`src/rtl/comunicaciones_pkg.sv`:
```
// rtl/comunicaciones_pkg.sv - shared constants for the Comunicaciones link peripherals
package comunicaciones_pkg;

  localparam logic [7:0] PAGE_COMUNICACIONES = 8'h9A;

  localparam logic [3:0] REG_RXDATA = 4'h0;
  localparam logic [3:0] REG_STATUS = 4'h2;
  localparam logic [3:0] REG_CTRL   = 4'h4;

  localparam int ST_NE      = 0;
  localparam int ST_FULL    = 1;
  localparam int ST_OVR     = 2;
  localparam int ST_FERR    = 3;
  localparam int ST_PERR    = 4;
  localparam int ST_CNT_LSB = 5;
  localparam int ST_CNT_W   = 5;

  localparam int RXD_VALID  = 8;

  typedef enum logic [2:0] {
    RX_IDLE   = 3'd0,
    RX_START  = 3'd1,
    RX_DATA   = 3'd2,
    RX_PARITY = 3'd3,
    RX_STOP   = 3'd4
  } rx_state_t;

endpackage

```
`src/rtl/comunicaciones_rx_uart_rx_core.sv`:
```
// rtl/comunicaciones_rx_uart_rx_core.sv - rx synchronizer, baud timing and frame FSM (8E1 with COMUNICACIONES_RX_PARITY_EN)
module uart_rx_core
  import comunicaciones_pkg::*;
#(
  parameter int DIV = 434
) (
  input  logic       clk,
  input  logic       rst,
  input  logic       rx,
  output logic [7:0] data,
  output logic       byte_stb,
  output logic       ferr_stb,
  output logic       perr_stb
);

  localparam int HALF = DIV / 2;
  localparam int CW   = $clog2(DIV) + 1;

  logic          sync1, sync2, prev;
  rx_state_t     state, state_nx;
  logic [CW-1:0] cnt, cnt_nx;
  logic [2:0]    bit_idx, bit_idx_nx;
  logic [7:0]    shreg, shreg_nx;
  logic          par_bad, par_bad_nx;
  logic          fall, bit_end;

  assign fall    = prev & ~sync2;
  assign bit_end = (cnt == CW'(DIV - 1));
  assign data    = shreg;

  // Sync flops reset high so leaving reset never looks like a start edge.
  always_ff @(posedge clk) begin
    if (rst) begin
      sync1   <= 1'b1;
      sync2   <= 1'b1;
      prev    <= 1'b1;
      state   <= RX_IDLE;
      cnt     <= '0;
      bit_idx <= '0;
      shreg   <= '0;
      par_bad <= 1'b0;
    end else begin
      sync1   <= rx;
      sync2   <= sync1;
      prev    <= sync2;
      state   <= state_nx;
      cnt     <= cnt_nx;
      bit_idx <= bit_idx_nx;
      shreg   <= shreg_nx;
      par_bad <= par_bad_nx;
    end
  end

  always_comb begin
    state_nx   = state;
    cnt_nx     = cnt + 1'b1;
    bit_idx_nx = bit_idx;
    shreg_nx   = shreg;
    par_bad_nx = par_bad;
    byte_stb   = 1'b0;
    ferr_stb   = 1'b0;
    perr_stb   = 1'b0;
    case (state)
      RX_IDLE: begin
        cnt_nx = '0;
        if (fall) begin
          state_nx   = RX_START;
          bit_idx_nx = '0;
          par_bad_nx = 1'b0;
        end
      end
      RX_START: begin
        if (cnt == CW'(HALF - 1)) begin
          cnt_nx   = '0;
          state_nx = sync2 ? RX_IDLE : RX_DATA;
        end
      end
      RX_DATA: begin
        if (bit_end) begin
          cnt_nx     = '0;
          shreg_nx   = {sync2, shreg[7:1]};
          bit_idx_nx = bit_idx + 3'd1;
          if (bit_idx == 3'd7) begin
`ifdef COMUNICACIONES_RX_PARITY_EN
            state_nx = RX_PARITY;
`else
            state_nx = RX_STOP;
`endif
          end
        end
      end
`ifdef COMUNICACIONES_RX_PARITY_EN
      RX_PARITY: begin
        if (bit_end) begin
          cnt_nx   = '0;
          state_nx = RX_STOP;
          if (sync2 != ^shreg) begin
            par_bad_nx = 1'b1;
            perr_stb   = 1'b1;
          end
        end
      end
`endif
      RX_STOP: begin
        if (bit_end) begin
          cnt_nx   = '0;
          state_nx = RX_IDLE;
          if (sync2) byte_stb = ~par_bad;
          else       ferr_stb = 1'b1;
        end
      end
      default: state_nx = RX_IDLE;
    endcase
  end

endmodule

```
`src/rtl/comunicaciones_rx.sv`:
```
// rtl/comunicaciones_rx.sv - Comunicaciones serial receiver with RX FIFO on the J1 I/O bus
// Optional 8E1 framing with COMUNICACIONES_RX_PARITY_EN (handled inside uart_rx_core).
module comunicaciones_rx
  import comunicaciones_pkg::*;
#(
  parameter int clkFreq    = 50000000,
  parameter int baudRate   = 115200,
  parameter int FIFO_DEPTH = 8
) (
  input  logic        clk,
  input  logic        rst,
  input  logic [15:0] d_in,
  input  logic        cs,
  input  logic [3:0]  addr,
  input  logic        rd,
  input  logic        wr,
  output logic [15:0] d_out,
  input  logic        rx,
  output logic        rx_irq
);

  localparam int DIV  = clkFreq / baudRate;
  localparam int AW   = $clog2(FIFO_DEPTH);
  localparam int CNTW = AW + 1;

  logic [7:0]      core_data;
  logic            byte_stb, ferr_stb, perr_stb;
  logic [7:0]      mem [FIFO_DEPTH];
  logic [AW-1:0]   wptr, rptr;
  logic [CNTW-1:0] count;
  logic            ovr, ferr, perr;
  logic            not_empty, full, pop, push, flush, w1c, ovr_set;
  logic            unused_din;

  uart_rx_core #(.DIV(DIV)) u_core (
    .clk      (clk),
    .rst      (rst),
    .rx       (rx),
    .data     (core_data),
    .byte_stb (byte_stb),
    .ferr_stb (ferr_stb),
    .perr_stb (perr_stb)
  );

  assign not_empty = (count != '0);
  assign full      = (count == CNTW'(FIFO_DEPTH));
  assign pop       = cs & rd & (addr == REG_RXDATA) & not_empty;
  assign flush     = cs & wr & (addr == REG_CTRL) & d_in[0];
  assign w1c       = cs & wr & (addr == REG_STATUS);
  // A pop in the same cycle frees the slot for an incoming byte when full.
  assign push      = byte_stb & ~flush & (~full | pop);
  assign ovr_set   = byte_stb & ~flush & full & ~pop;
  assign rx_irq    = not_empty;
  assign unused_din = &{1'b0, d_in[15:5], d_in[1]};

  always_ff @(posedge clk) begin
    if (push) mem[wptr] <= core_data;
  end

  always_ff @(posedge clk) begin
    if (rst) begin
      wptr  <= '0;
      rptr  <= '0;
      count <= '0;
    end else if (flush) begin
      wptr  <= '0;
      rptr  <= '0;
      count <= '0;
    end else begin
      if (push) wptr <= wptr + 1'b1;
      if (pop)  rptr <= rptr + 1'b1;
      count <= count + CNTW'(push) - CNTW'(pop);
    end
  end

  // Hardware set has priority over a simultaneous write-1-to-clear.
  always_ff @(posedge clk) begin
    if (rst) begin
      ovr  <= 1'b0;
      ferr <= 1'b0;
      perr <= 1'b0;
    end else begin
      ovr  <= ovr_set  | (ovr  & ~(w1c & d_in[ST_OVR]));
      ferr <= ferr_stb | (ferr & ~(w1c & d_in[ST_FERR]));
      perr <= perr_stb | (perr & ~(w1c & d_in[ST_PERR]));
    end
  end

  always_comb begin
    d_out = '0;
    case (addr)
      REG_RXDATA: begin
        if (not_empty) begin
          d_out[7:0]       = mem[rptr];
          d_out[RXD_VALID] = 1'b1;
        end
      end
      REG_STATUS: begin
        d_out[ST_NE]   = not_empty;
        d_out[ST_FULL] = full;
        d_out[ST_OVR]  = ovr;
        d_out[ST_FERR] = ferr;
        d_out[ST_PERR] = perr;
        d_out[ST_CNT_LSB +: ST_CNT_W] = ST_CNT_W'(count);
      end
      default: d_out = '0;
    endcase
  end

endmodule

```
`config.mk`:
```
export PLATFORM = sky130hd
export DESIGN_NAME = comunicaciones_rx
export DESIGN_NICKNAME = d
export VERILOG_FILES = /design/src/rtl/comunicaciones_pkg.sv /design/src/rtl/comunicaciones_rx_uart_rx_core.sv /design/src/rtl/comunicaciones_rx.sv
export SDC_FILE = /design/constraint.sdc
export NUM_CORES = 1
export LEC_CHECK = 0
export CAP_MARGIN = 40
export CORE_MARGIN = 3
export CORE_UTILIZATION = 45
export DETAILED_ROUTE_END_ITERATION = 6
export GPL_ROUTABILITY_DRIVEN = 0
export GPL_TIMING_DRIVEN = 0
export HOLD_SLACK_MARGIN = 0.08
export PLACE_DENSITY = 0.75
export SKIP_LAST_GASP = 1
export SLEW_MARGIN = 0
export SYNTH_ARGS = -nofsm -noshare
export SYNTH_HDL_FRONTEND = slang
export SYNTH_HIERARCHICAL = 1
export SYNTH_SLANG_ARGS = --single-unit
```
`constraint.sdc`:
```
create_clock -name clk -period 6.4 [get_ports clk]
set_input_delay 1.28 -clock clk [delete_from_list [all_inputs] [get_ports clk]]
set_output_delay 1.28 -clock clk [all_outputs]
set_load 0.005 [all_outputs]
```
**Yosys cells after proc, flatten, opt, wreduce, memory -nomap -nowiden**

Memories as Yosys holds them, arrays and structs flattened. A register that Yosys moved wholly into a read port is not among the register bits.
Cells that the tools add are included.
W data, S select, Z words.

- Reduce and logical (&&, ||, !) cells: 9
- Bitwise operators: 28
- Equal/unequal tests: 14
- Mux-type cells: 25
- $add $sub $neg: 6

Operators by type and width:

| cell | count |
|---|---|
| $pmux W10 S3 | 1 |
| $mux W3 | 9 |
| $mux W10 | 2 |
| $and A1 B1 Y1 | 18 |
| $pmux W9 S2 | 1 |
| $pmux W3 S4 | 1 |
| $add A10 B1 Y10 const B | 1 |
| $eq A10 B8 Y1 const B | 1 |
| $eq A10 B9 Y1 const B | 1 |
| $ne A2 B1 Y1 const B | 5 |
| $add A3 B1 Y3 const B | 3 |
| $mux W9 | 1 |
| $mux W1 | 8 |
| $not A1 Y1 | 7 |
| $eq A3 B3 Y1 const B | 2 |
| $pmux W3 S2 | 1 |
| $reduce_and A5 Y1 | 1 |
| $add A4 B1 Y4 | 1 |
| $eq A4 B2 Y1 const B | 1 |
| $eq A4 B3 Y1 const B | 1 |
| $eq A4 B4 Y1 const B | 1 |
| $logic_not A4 Y1 | 1 |
| $reduce_bool A4 Y1 | 1 |
| $reduce_or A2 Y1 | 2 |
| other kinds (9) | 11 |

- Memory bits (writable): 64
- Output and inout port bits: 17
- Flip-flop bits (word level): 40
- Word-level logic and storage cells: 96
- Memories kept: 1
- Input port bits: 26

Memories:

| name | depth | width | rd ports | clocked after Yosys merged registers in | wr ports | line | text |
|---|---|---|---|---|---|---|---|
| mem | 8 | 8 | 1 | 1 | 1 | comunicaciones_rx.sv:28 | `logic [7:0] mem [FIFO_DEPTH];` |

**Depth between registers and ports, before layout**

Gate-level depths: netlist of run 1.

- Word-level depth: 8
- Depth in mapped cells: 13
- Depth with buffers taken out: 13

**By module**

Netlist of run 1, hierarchy kept.

Modules (own cells, without submodules):

| module | cells an instance | area each (sq um) | instances | sequential area each (sq um) |
|---|---|---|---|---|
| comunicaciones_rx | 216 | 3378.2 | 1 | 2242.2 |
| uart_rx_core | 130 | 1271.2 | 1 | 540.5 |

**Least setup slack after synthesis of run 1**

No wires, ideal clock.

- Path type: input port to output port
- From: in addr[3]
- To: out d_out[1]
- Data required time: 5.120 ns
- Stages on the path: 5
- Path buffers: 1
- Setup slack: 2.668 ns
- Arrival: 2.452 ns
- Path through: or3_1 -> clkbuf_1 -> nor4b_2 -> a22oi_1 -> nand2_1

- Word-level cells in the longest chain between the ends: 2
- Elaborated cells between the ends (all ways): 3
- Classes of those cells: eq/ne (1); mux (1); reduce/logical (1)

Ends and longest elaborated chain:

| element | line | text |
|---|---|---|
| from (decl) | comunicaciones_rx.sv:14 | `input logic [3:0] addr,` |
| $eq A4 B2 Y1 or $logic_not A4 Y1 (tied branches) | comunicaciones_rx.sv:91 | `case (addr)` |
| $pmux W9 S2 (*) | comunicaciones_rx.sv:91 |  |
| to (decl) | comunicaciones_rx.sv:17 | `output logic [15:0] d_out,` |

Every way passes the cells marked *; elsewhere a longest branch is shown, timed or not.

**Final worst setup path of run 1**

- From: in addr[1]
- To: out d_out[6]

Same word-level chain as after synthesis.

==> flow_summary.yaml, run 1 <==
run_status:
  outcome: "completed"
clock_network:
  number_of_clock_sinks: 107
  clk_path_buf_depth: 2
  cts_buffers: 9
  clk_latency_worst_skew_pair_ns: 0.37
  cts.hold.buffers_added: 0
  cts-htree-levels: 3
  clock-root-buffer: "clkbuf_8"
  cts_repair_resize_count: 0
  post_cts_buffers: 0
  clkTransAtPathRegs_ns: 0.09
  cts_tree: "done"
flow_run:
  max_cap_viol_count: 0
grt:
  grtUsageTotal_pct: 16.1
  grt_pass1_wl_um: 14100
  grt_pass1_vias: 2776
  gr-total-overflow: 0
  pin_count_of_the_biggest_net_entering_global_routing: 19
  grt_antenna_before_repair: 0
pwr:
  totalPowerFinal_mw: 1.21
  peakVddDrop_uv: 126
  total_leakage_power_nw: 1.84
  power_density_nw_per_um2: 226
finish:
  final_nets: 431
  layoutNonFillerInstCount: 530
  drive_gt1_share_pct: 17.4
  final_area_um2: 5330
  n_fill_cell: 847
  n_antenna_cell: 0
  layout.core_utilization_pct: 53.8
  area_growth_pct: 14.6
hold_path:
  tightest_hold_check_type: "flop to flop"
critical_path:
  cp.arrival_ns: 3.99
  timing.critical_path.mode_cell: "clkdlybuf4s50_1"
  crit_path_required_time_ns: 5.12
  maximum_single_stage_delay_on_the_critical_path_ns: 0.80
  critPathTopFamily: "simple AND/OR/NAND/NOR gates"
  crit_path_max_fanout: 7
  slowest_stage: "nor4b_2"
  timing.critical_path.buf_inv: 3
  r2r_setup_slack_ns: 3.15
  cp-end-kind: "output port"
  timing.critical_path.cells: "clkdlybuf4s50_1 > or3_1 > clkbuf_1 > nor4b_2 > a22oi_1 > nand2_1 > clkdlybuf4s50_1"
  worstSetupPathType: "primary input to output port"
  startpoint_types: "primary input"
route:
  avgRoutedWirePerCell_um: 16.4
  remaining_drc_errors: 0
  via_density_per_instance: 5.35
  drtAntennaViolNets: 0
  drt_wl_total_um: 8690
  drt_pass1_iterations: 4
  via_count_of_the_routed_design: 2836
  dr.first_iter.drc_count: 117
sta:
  fin_worst_skew_ns: 0.0147
  worst_slew_pin_slew_ns: 0.925
  grt_setup_unrepaired: "no"
  maxClockFrequency_mhz: 190
  period_share_pct: 82.4
  timing.final.ws_setup_ns: 1.13
  post-route-min-period_ns: 5.27
  timing_max_transition_violations_final: 0
  timing.setup.tns_ns: 0
  final-setup-viol-count: 0
  worst_slack_on_hold_paths_ns: 0.412
  slew-limit-headroom_pct: 38.2
  finalHoldViolations: 0
synthesis:
  netlist_area_um2: 4650
  ys_seq_area_share_pct: 59.8
  synthesis.instances: 346
  synth-seq-cells: 107
  synth-main-ff-cell: "edfxtp_1"
  yosysUniqueCellTypes: 56
  ys_warn_count: 6
  ys_async_sr_fraction_pct: 0
  synth.avg_cell_area_um2: 13.4
  synth_edf_count: 64
floorplanning:
  die_w_um: 108
  start_util_pct: 46.9
  placementRows: 36
  dieArea_um2: 11600
  core_region_area_um2: 9910
  die_h_um: 108
  ioPinCount: 43
place:
  post-place-ws_ns: 1.16
  dpl.cell_count: 514
  dp.final_hpwl_um: 6410
  dpl-instance-area_um2: 5110
  place.port_buffers: 23
cells by family (layout without fill, tap and decap cells):
group	count (synthesis)	in the layout	share of synthesized area, %
other cells	2	8	0.162
buf+inv	34	79	4.01
mux	26	26	9.90
flops	107	107	59.8
simple gates	116	116	14.1
xor+xnor	12	12	2.26
compound gates	36	36	6.03
fa+ha+maj	13	13	3.66
state kept, by name, summed over array words and instances, names as in the netlist, named ones only:
name,flops
count,4
ferr,1
mem,64
ovr,1
perr,1
rptr,3
u_core/bit_idx,3
u_core/cnt,10
u_core/data,8
u_core/prev,1
u_core/state,3
u_core/sync1,1
u_core/sync2,1
wptr,3
routing by layer:
metal / track usage [%] / up-vias / wire [um]
met4: 7.39 / 0 / 232
met5: 0 / - / 0
met3: 2.88 / 17 / 349
met1: 20.7 / 1393 / 3750
met2: 26.6 / 67 / 4350
li1: - / 1359 / -
final timing paths:
| path | startpoint | to | cells after the start |
|---|---|---|---|
| min reg2reg | u_core/sync1$_SDFF_PP1_ | u_core/sync2$_SDFF_PP1_ | 1 |
| max reg2reg | u_core/cnt[0]$_SDFF_PP0_ | mem[0][7]$_DFFE_PP_ | 8 |
| max | addr[1] | d_out[6] | 7 |
| min | u_core/sync1$_SDFF_PP1_ | u_core/sync2$_SDFF_PP1_ | 1 |
Yosys cell counts (2+ instances only):
cell type	instances	area, um^2
mux2i_1	10	100
nor3_1	6	30.0
a31oi_1	2	12.5
inv_1	15	56.3
nor2_1	37	139
a21o_1	2	15.0
ha_1	12	150
nand3_1	9	45.0
clkbuf_1	5	18.8
nor2b_1	2	12.5
buf_6	2	22.5
buf_4	8	60.1
o21ai_0	6	30.0
xor2_1	7	61.3
and2_1	3	18.8
nand4_1	6	37.5
nor4b_2	2	30.0
nor4b_1	2	17.5
buf_2	2	10.0
dfxtp_1	43	861
xnor2_1	5	43.8
or2_2	3	18.8
a22oi_1	8	60.1
and4_1	3	26.3
o31ai_1	2	15.0
a21oi_1	6	30.0
nor3b_2	3	37.5
mux4_2	16	360
nor3b_1	4	30.0
edfxtp_1	64	1920
nand2_1	24	90.1
or3_4	2	22.5
conb_1	2	7.51
cell usage in the layout, fill, tap and decap left out, types with 2 or more instances in the layout:
| cell | synthesis | routed |
|---|---|---|
| o31ai_1 | 2 | 2 |
| nor4b_1 | 2 | 2 |
| a31oi_1 | 2 | 2 |
| nand4_1 | 6 | 6 |
| nand3_1 | 9 | 9 |
| nor3_1 | 6 | 6 |
| o21ai_0 | 6 | 6 |
| nor3b_2 | 3 | 3 |
| xor2_1 | 7 | 7 |
| dfxtp_1 | 43 | 43 |
| xnor2_1 | 5 | 5 |
| a22oi_1 | 8 | 8 |
| and4_1 | 3 | 3 |
| nor4b_2 | 2 | 2 |
| edfxtp_1 | 64 | 64 |
| nand2_1 | 24 | 24 |
| conb_1 | 2 | 8 |
| nor2b_1 | 2 | 2 |
| a21o_1 | 2 | 2 |
| a21oi_1 | 6 | 6 |
| mux4_2 | 16 | 16 |
| buf_2 | 2 | 5 |
| bufinv_16 | 0 | 2 |
| clkbuf_1 | 5 | 5 |
| buf_4 | 8 | 11 |
| nor2_1 | 37 | 37 |
| clkdlybuf4s50_1 | 0 | 23 |
| mux2i_1 | 10 | 10 |
| inv_6 | 0 | 2 |
| nor3b_1 | 4 | 4 |
| buf_6 | 2 | 2 |
| inv_1 | 15 | 15 |
| or3_4 | 2 | 2 |
| or2_2 | 3 | 3 |
| clkbuf_8 | 0 | 9 |
| ha_1 | 12 | 12 |
| and2_1 | 3 | 3 |
report_power, final:
part	internal, mW	total (mW)	switching, mW	leakage, nW
Clock	0.223	0.454	0.231	0.110
Combinational	0.0149	0.0286	0.0137	0.787
Sequential	0.722	0.724	0.00141	0.940
Total	0.960	1.21	0.246	1.84
area by class of cell:
cell class | count | area, um^2 | area share (%)
Sequential cell | 107 | 2780 | 52.2
Multi-Input combinational cell | 211 | 1700 | 32.0
Timing Repair Buffer | 29 | 268 | 5.02
Tap cell | 133 | 166 | 3.12
Buffer | 19 | 130 | 2.44
Clock buffer | 9 | 124 | 2.32
Clock inverter | 7 | 98.8 | 1.85
Inverter | 15 | 56.3 | 1.06
No activity file was read; power rests on OpenSTA's default activity.
==> run 2: changes to the inputs <==
--- a/config.mk
+++ b/config.mk
@@ -12,7 +12,7 @@
 export GPL_ROUTABILITY_DRIVEN = 0
 export GPL_TIMING_DRIVEN = 0
 export HOLD_SLACK_MARGIN = 0.08
-export PLACE_DENSITY = 0.75
+export PLACE_DENSITY = 0.77
 export SKIP_LAST_GASP = 1
 export SLEW_MARGIN = 0
 export SYNTH_ARGS = -nofsm -noshare
==> constraint.sdc (replaced) <==
create_clock -name clk -period 4.5 [get_ports clk]
set_input_delay 0.9 -clock clk [delete_from_list [all_inputs] [get_ports clk]]
set_output_delay 0.9 -clock clk [all_outputs]
set_load 0.005 [all_outputs]
==> run 2 against run 1 <==
Combinational power is 47% higher. Clock-buffer cell count stayed put. Utilization is 0.050 points higher. Wire length is 2.3% higher. Largest power group unchanged. Power is 39% higher. Non-clock buffer count is 1 lower. Sequential share of layout area hardly changed. Largest cell class unchanged.
==> flow_summary.yaml, run 2 (synthesis gave the netlist of run 1 again) <==
run_status:
  outcome: "completed"
route:
  via_density_per_instance: 5.42
  drt_wl_total_um: 8890
  dr.first_iter.drc_count: 138
  via_count_of_the_routed_design: 2868
  drtAntennaViolNets: 0
  drt_pass1_iterations: 4
  avgRoutedWirePerCell_um: 16.8
  remaining_drc_errors: 0
finish:
  drive_gt1_share_pct: 17.2
  registers.top_by_ff_count: "mem"
  n_antenna_cell: 0
  area_growth_pct: 14.7
  largest_register_ff_count: 64
  layout.core_utilization_pct: 53.8
  highest_count_cells_in_the_layout_ignoring_fill_and_taps: "edfxtp_1 (64), dfxtp_1 (43), nor2_1 (37)"
  layout_commonest_cell: "edfxtp_1"
  final_nets: 430
  final_area_um2: 5330
  n_fill_cell: 844
clock_network:
  cts_tree: "done"
  cts_buffers: 9
  clkTransAtPathRegs_ns: 0.10
  clk_latency_worst_skew_pair_ns: 0.38
  cts-htree-levels: 3
  clk_path_buf_depth: 2
  post_cts_buffers: 0
  clock-root-buffer: "clkbuf_8"
  number_of_clock_sinks: 107
pwr:
  swShare_pct: 23.8
  switchingPower_mw: 0.398
  combPwrFrac_pct: 2.5
  power_density_nw_per_um2: 314
  peakVddDrop_uv: 157
  clockPowerShare_pct: 36.0
  p_int_mw: 1.28
  total_leakage_power_nw: 1.84
  seq_power_share_pct: 61.5
critical_path:
  crit_path_required_time_ns: 3.60
  cp-end-kind: "output port"
  crit_path_max_fanout: 10
  worstSetupPathType: "primary input to output port"
  number_of_cells_on_the_worst_reg_to_reg_path: 8
  cp.arrival_ns: 3.40
  startpoint_types: "primary input"
floorplanning:
  ioPinCount: 43
  die_h_um: 108
  dieArea_um2: 11600
  placementRows: 36
  core_region_area_um2: 9910
  die_w_um: 108
  start_util_pct: 46.9
grt:
  gr-total-overflow: 0
  grt_pass1_vias: 2832
  pin_count_of_the_biggest_net_entering_global_routing: 23
  grtUsageTotal_pct: 16.4
  grt_pass1_wl_um: 14400
  grt_antenna_before_repair: 0
sta:
  worst_slew_pin_slew_ns: 0.834
  timing_max_transition_violations_final: 0
  final-setup-viol-count: 0
  timing.final.ws_setup_ns: 0.199
  period_share_pct: 95.6
  post-route-min-period_ns: 4.30
  fin_worst_skew_ns: 0.0173
  grt_setup_unrepaired: "no"
  slew-limit-headroom_pct: 44.2
  worst_slack_on_hold_paths_ns: 0.430
  timing.setup.tns_ns: 0
  maxClockFrequency_mhz: 232
  finalHoldViolations: 0
place:
  post-place-ws_ns: 0.127
  place.port_buffers: 23
  dp.final_hpwl_um: 6490
  dpl-instance-area_um2: 5100
flow_run:
  max_cap_viol_count: 0
hold_path:
  tightest_hold_check_type: "flop to flop"
  worst_hold_path.num_cells: 1
run 2: cell count changes in the layout (fill, tap and decap cells not counted), sizes merged:
cell      change
buf           -1
bufinv        -2
clkinv        +2
clkinvlp      -1
inv           +1
run 2: critical path, stage by stage:
cell	delay [ns]
clkdlybuf4s50_1	0.62
nor4b_1	0.69
clkbuf_1	0.40
nand2_1	0.18
nand2_1	0.09
clkdlybuf4s50_1	0.51
run 2: power by group through the flow:
stage          sequential [mW]  clock, mW  combinational (mW)
4_1_cts                   1.03      0.605              0.0415
5_1_grt                   1.03      0.644              0.0463
6_report                  1.03      0.602              0.0420
3_3_place_gp              1.05          0              0.0406
3_5_place_dp              1.05          0              0.0414
2_1_floorplan             1.05          0              0.0214
run 2: worst paths after layout:
kind                            start                       to  slack, ns
max                           addr[2]                 d_out[5]       0.20
min           u_core/sync1$_SDFF_PP1_  u_core/sync2$_SDFF_PP1_       0.43
max reg2reg  u_core/cnt[0]$_SDFF_PP0_      mem[0][7]$_DFFE_PP_       1.48
min reg2reg   u_core/sync1$_SDFF_PP1_  u_core/sync2$_SDFF_PP1_       0.43
run 2: timing repair:
item | 4_1_cts | 5_1_grt
endpoints found under the setup margin | 0 | 7
gates resized for setup | 0 | 2
hold buffers | 0 | 0
run 2: routing by layer:
metal / vias up / track usage [%] / routed length, um
li1: 1357 / - / -
met1: 1423 / 21.0 / 3720
met2: 75 / 27.4 / 4540
met3: 13 / 2.22 / 462
met4: 0 / 7.66 / 172
met5: - / 0 / 0
run 2: layout make-up:
cell class	count	area [um^2]	share of cell area, %
Clock inverter	7	88.8	1.67
Sequential cell	107	2780	52.2
Timing Repair Buffer	28	265	4.97
Inverter	15	56.3	1.06
Multi-Input combinational cell	211	1720	32.3
Tap cell	133	166	3.12
Buffer	19	130	2.44
Clock buffer	9	124	2.32
run 2: metrics by stage:
step,std cells,power [mW]
after detailed placement,513,1.09
after global placement,508,1.09
after CTS,529,1.68
after global routing,529,1.72
final,529,1.67
after floorplan,352,1.07
==> run 3: changes to the inputs <==
--- a/config.mk
+++ b/config.mk
@@ -6,7 +6,7 @@
 export NUM_CORES = 1
 export LEC_CHECK = 0
 export CAP_MARGIN = 40
-export CORE_MARGIN = 3
+export CORE_MARGIN = 1
 export CORE_UTILIZATION = 45
 export DETAILED_ROUTE_END_ITERATION = 6
 export GPL_ROUTABILITY_DRIVEN = 0
@@ -14,7 +14,7 @@
 export HOLD_SLACK_MARGIN = 0.08
 export PLACE_DENSITY = 0.77
 export SKIP_LAST_GASP = 1
-export SLEW_MARGIN = 0
+export SLEW_MARGIN = 15
 export SYNTH_ARGS = -nofsm -noshare
 export SYNTH_HDL_FRONTEND = slang
 export SYNTH_HIERARCHICAL = 1
==> run 3 against run 2 <==
Utilization down 0.20 points. Cell area down 0.38%. Critical endpoint unchanged. Clock skew up 0.0029 ns. Worst hold slack worse by 0.0045 ns. Wire length down 3.8%. Highest routed layer unchanged. Die area down 7.3%.
==> flow_summary.yaml, run 3 (synthesis gave the netlist of run 1 again) <==
critical_path:
  worst_setup_path_startpoint: "addr[2]"
  crit_path_max_fanout: 10
  number_of_cells_on_the_worst_reg_to_reg_path: 7
  r2r_setup_slack_ns: 1.42
  slowest_stage: "nor4b_1"
  critical_path_destination: "d_out[5]"
  worst-path-stages: 6
  startpoint_types: "primary input"
  cp.arrival_ns: 3.39
  r2r_end: "mem[2][7]$_DFFE_PP_"
  timing.critical_path.buf_inv: 3
  cp-end-kind: "output port"
  critPathTopFamily: "buffers and inverters"
  maximum_single_stage_delay_on_the_critical_path_ns: 0.67
  worstSetupPathType: "primary input to output port"
  reg2reg_launch_point: "u_core/cnt[0]$_SDFF_PP0_"
  crit_path_required_time_ns: 3.60
  timing.critical_path.cells: "clkdlybuf4s50_1 > nor4b_1 > clkbuf_1 > nand2_1 > nand2_1 > clkdlybuf4s50_1"
hold_path:
  tightest_hold_check_type: "flop to flop"
  worst_hold_path.num_cells: 1
sta:
  worst_slew_pin_slew_ns: 0.811
  timing.setup.tns_ns: 0
  period_share_pct: 95.4
  final-setup-viol-count: 0
  maxClockFrequency_mhz: 233
  finalHoldViolations: 0
  worst_slack_on_hold_paths_ns: 0.426
  fin_worst_skew_ns: 0.0202
  post-route-min-period_ns: 4.29
  timing_max_transition_violations_final: 0
  grt_setup_unrepaired: "no"
  timing.final.ws_setup_ns: 0.205
  slew-limit-headroom_pct: 45.7
finish:
  area_growth_pct: 14.3
  highest_count_cells_in_the_layout_ignoring_fill_and_taps: "edfxtp_1 (64), dfxtp_1 (43), nor2_1 (37)"
  n_fill_cell: 834
  largest_register_ff_count: 64
  n_antenna_cell: 0
  registers.top_by_ff_count: "mem"
  layout_commonest_cell: "edfxtp_1"
  drive_gt1_share_pct: 17.3
  final_nets: 426
clock_network:
  clkTransAtPathRegs_ns: 0.11
  number_of_clock_sinks: 107
  clock-root-buffer: "clkbuf_8"
  cts-htree-levels: 3
  clk_path_buf_depth: 2
  cts_tree: "done"
  clk_latency_worst_skew_pair_ns: 0.38
  cts_buffers: 9
floorplanning:
  core_region_area_um2: 9910
  die_h_um: 104
  start_util_pct: 46.9
  ioPinCount: 43
  placementRows: 36
  die_w_um: 104
  dieArea_um2: 10700
route:
  avgRoutedWirePerCell_um: 16.3
  dr.first_iter.drc_count: 101
  via_count_of_the_routed_design: 2842
  drt_pass1_iterations: 4
  drtAntennaViolNets: 0
  via_density_per_instance: 5.41
  drt_wl_total_um: 8560
  remaining_drc_errors: 0
place:
  place.port_buffers: 23
  dp.final_hpwl_um: 6180
  post-place-ws_ns: 0.188
pwr:
  power_density_nw_per_um2: 313
  total_leakage_power_nw: 1.82
  peakVddDrop_uv: 150
  totalPowerFinal_mw: 1.66
run_status:
  outcome: "completed"
grt:
  grt_pass1_wl_um: 14100
  pin_count_of_the_biggest_net_entering_global_routing: 23
  grtUsageTotal_pct: 17.2
  gr-total-overflow: 0
  grt_antenna_before_repair: 0
  grt_pass1_vias: 2851
flow_run:
  max_cap_viol_count: 0
run 3: worst min-delay path by stage:
stage	from	endpoint	slack (ns)
floorplan	u_core/sync1$_SDFF_PP1_	u_core/sync2$_SDFF_PP1_	0.39
global placement	u_core/sync1$_SDFF_PP1_	u_core/sync2$_SDFF_PP1_	0.40
detailed placement	u_core/sync1$_SDFF_PP1_	u_core/sync2$_SDFF_PP1_	0.40
CTS	u_core/sync1$_SDFF_PP1_	u_core/sync2$_SDFF_PP1_	0.43
global route	u_core/sync1$_SDFF_PP1_	u_core/sync2$_SDFF_PP1_	0.44
finish	u_core/sync1$_SDFF_PP1_	u_core/sync2$_SDFF_PP1_	0.43
run 3: layout make-up:
| cell class | count | area, um^2 | share of cell area (%) |
|---|---|---|---|
| clock buffers | 9 | 124 | 2.33 |
| flip-flops and latches | 107 | 2780 | 52.4 |
| well taps | 133 | 166 | 3.13 |
| multi-input cells | 211 | 1740 | 32.8 |
| clock inverters | 7 | 78.8 | 1.48 |
| plain buffers | 19 | 130 | 2.45 |
| repair buffers | 24 | 235 | 4.43 |
| inverters | 15 | 56.3 | 1.06 |
run 3: per-layer routing:
metal	GRT usage [%]	share of wire (%)	wire length, um	vias to the layer above
li1	-	-	-	1351
met1	21.0	43	3710	1412
met2	29.8	50	4250	61
met3	2.96	4.3	366	18
met4	7.66	2.7	230	0
met5	0	0	0	-
run 3: repair_timing:
item                       in CTS  in global routing
hold buffers                    0                  0
setup endpoints to repair       0                  5
resized for setup               0                  2
buffers inserted                0                  0
run 3: report_power, final:
| part | switching [mW] | internal, mW | leakage, nW |
|---|---|---|---|
| Sequential | 0.00196 | 1.03 | 0.940 |
| Combinational | 0.0207 | 0.0213 | 0.778 |
| Clock | 0.367 | 0.226 | 0.105 |
run 3: through the flow:
stage               cells  utilization [%]  cell area, um^2
finish                525             53.6             5310
global route          525             53.6             5310
CTS                   525             53.4             5300
detailed placement    509             51.4             5090
global placement      508             51.1             5070
floorplan             352                -             4670
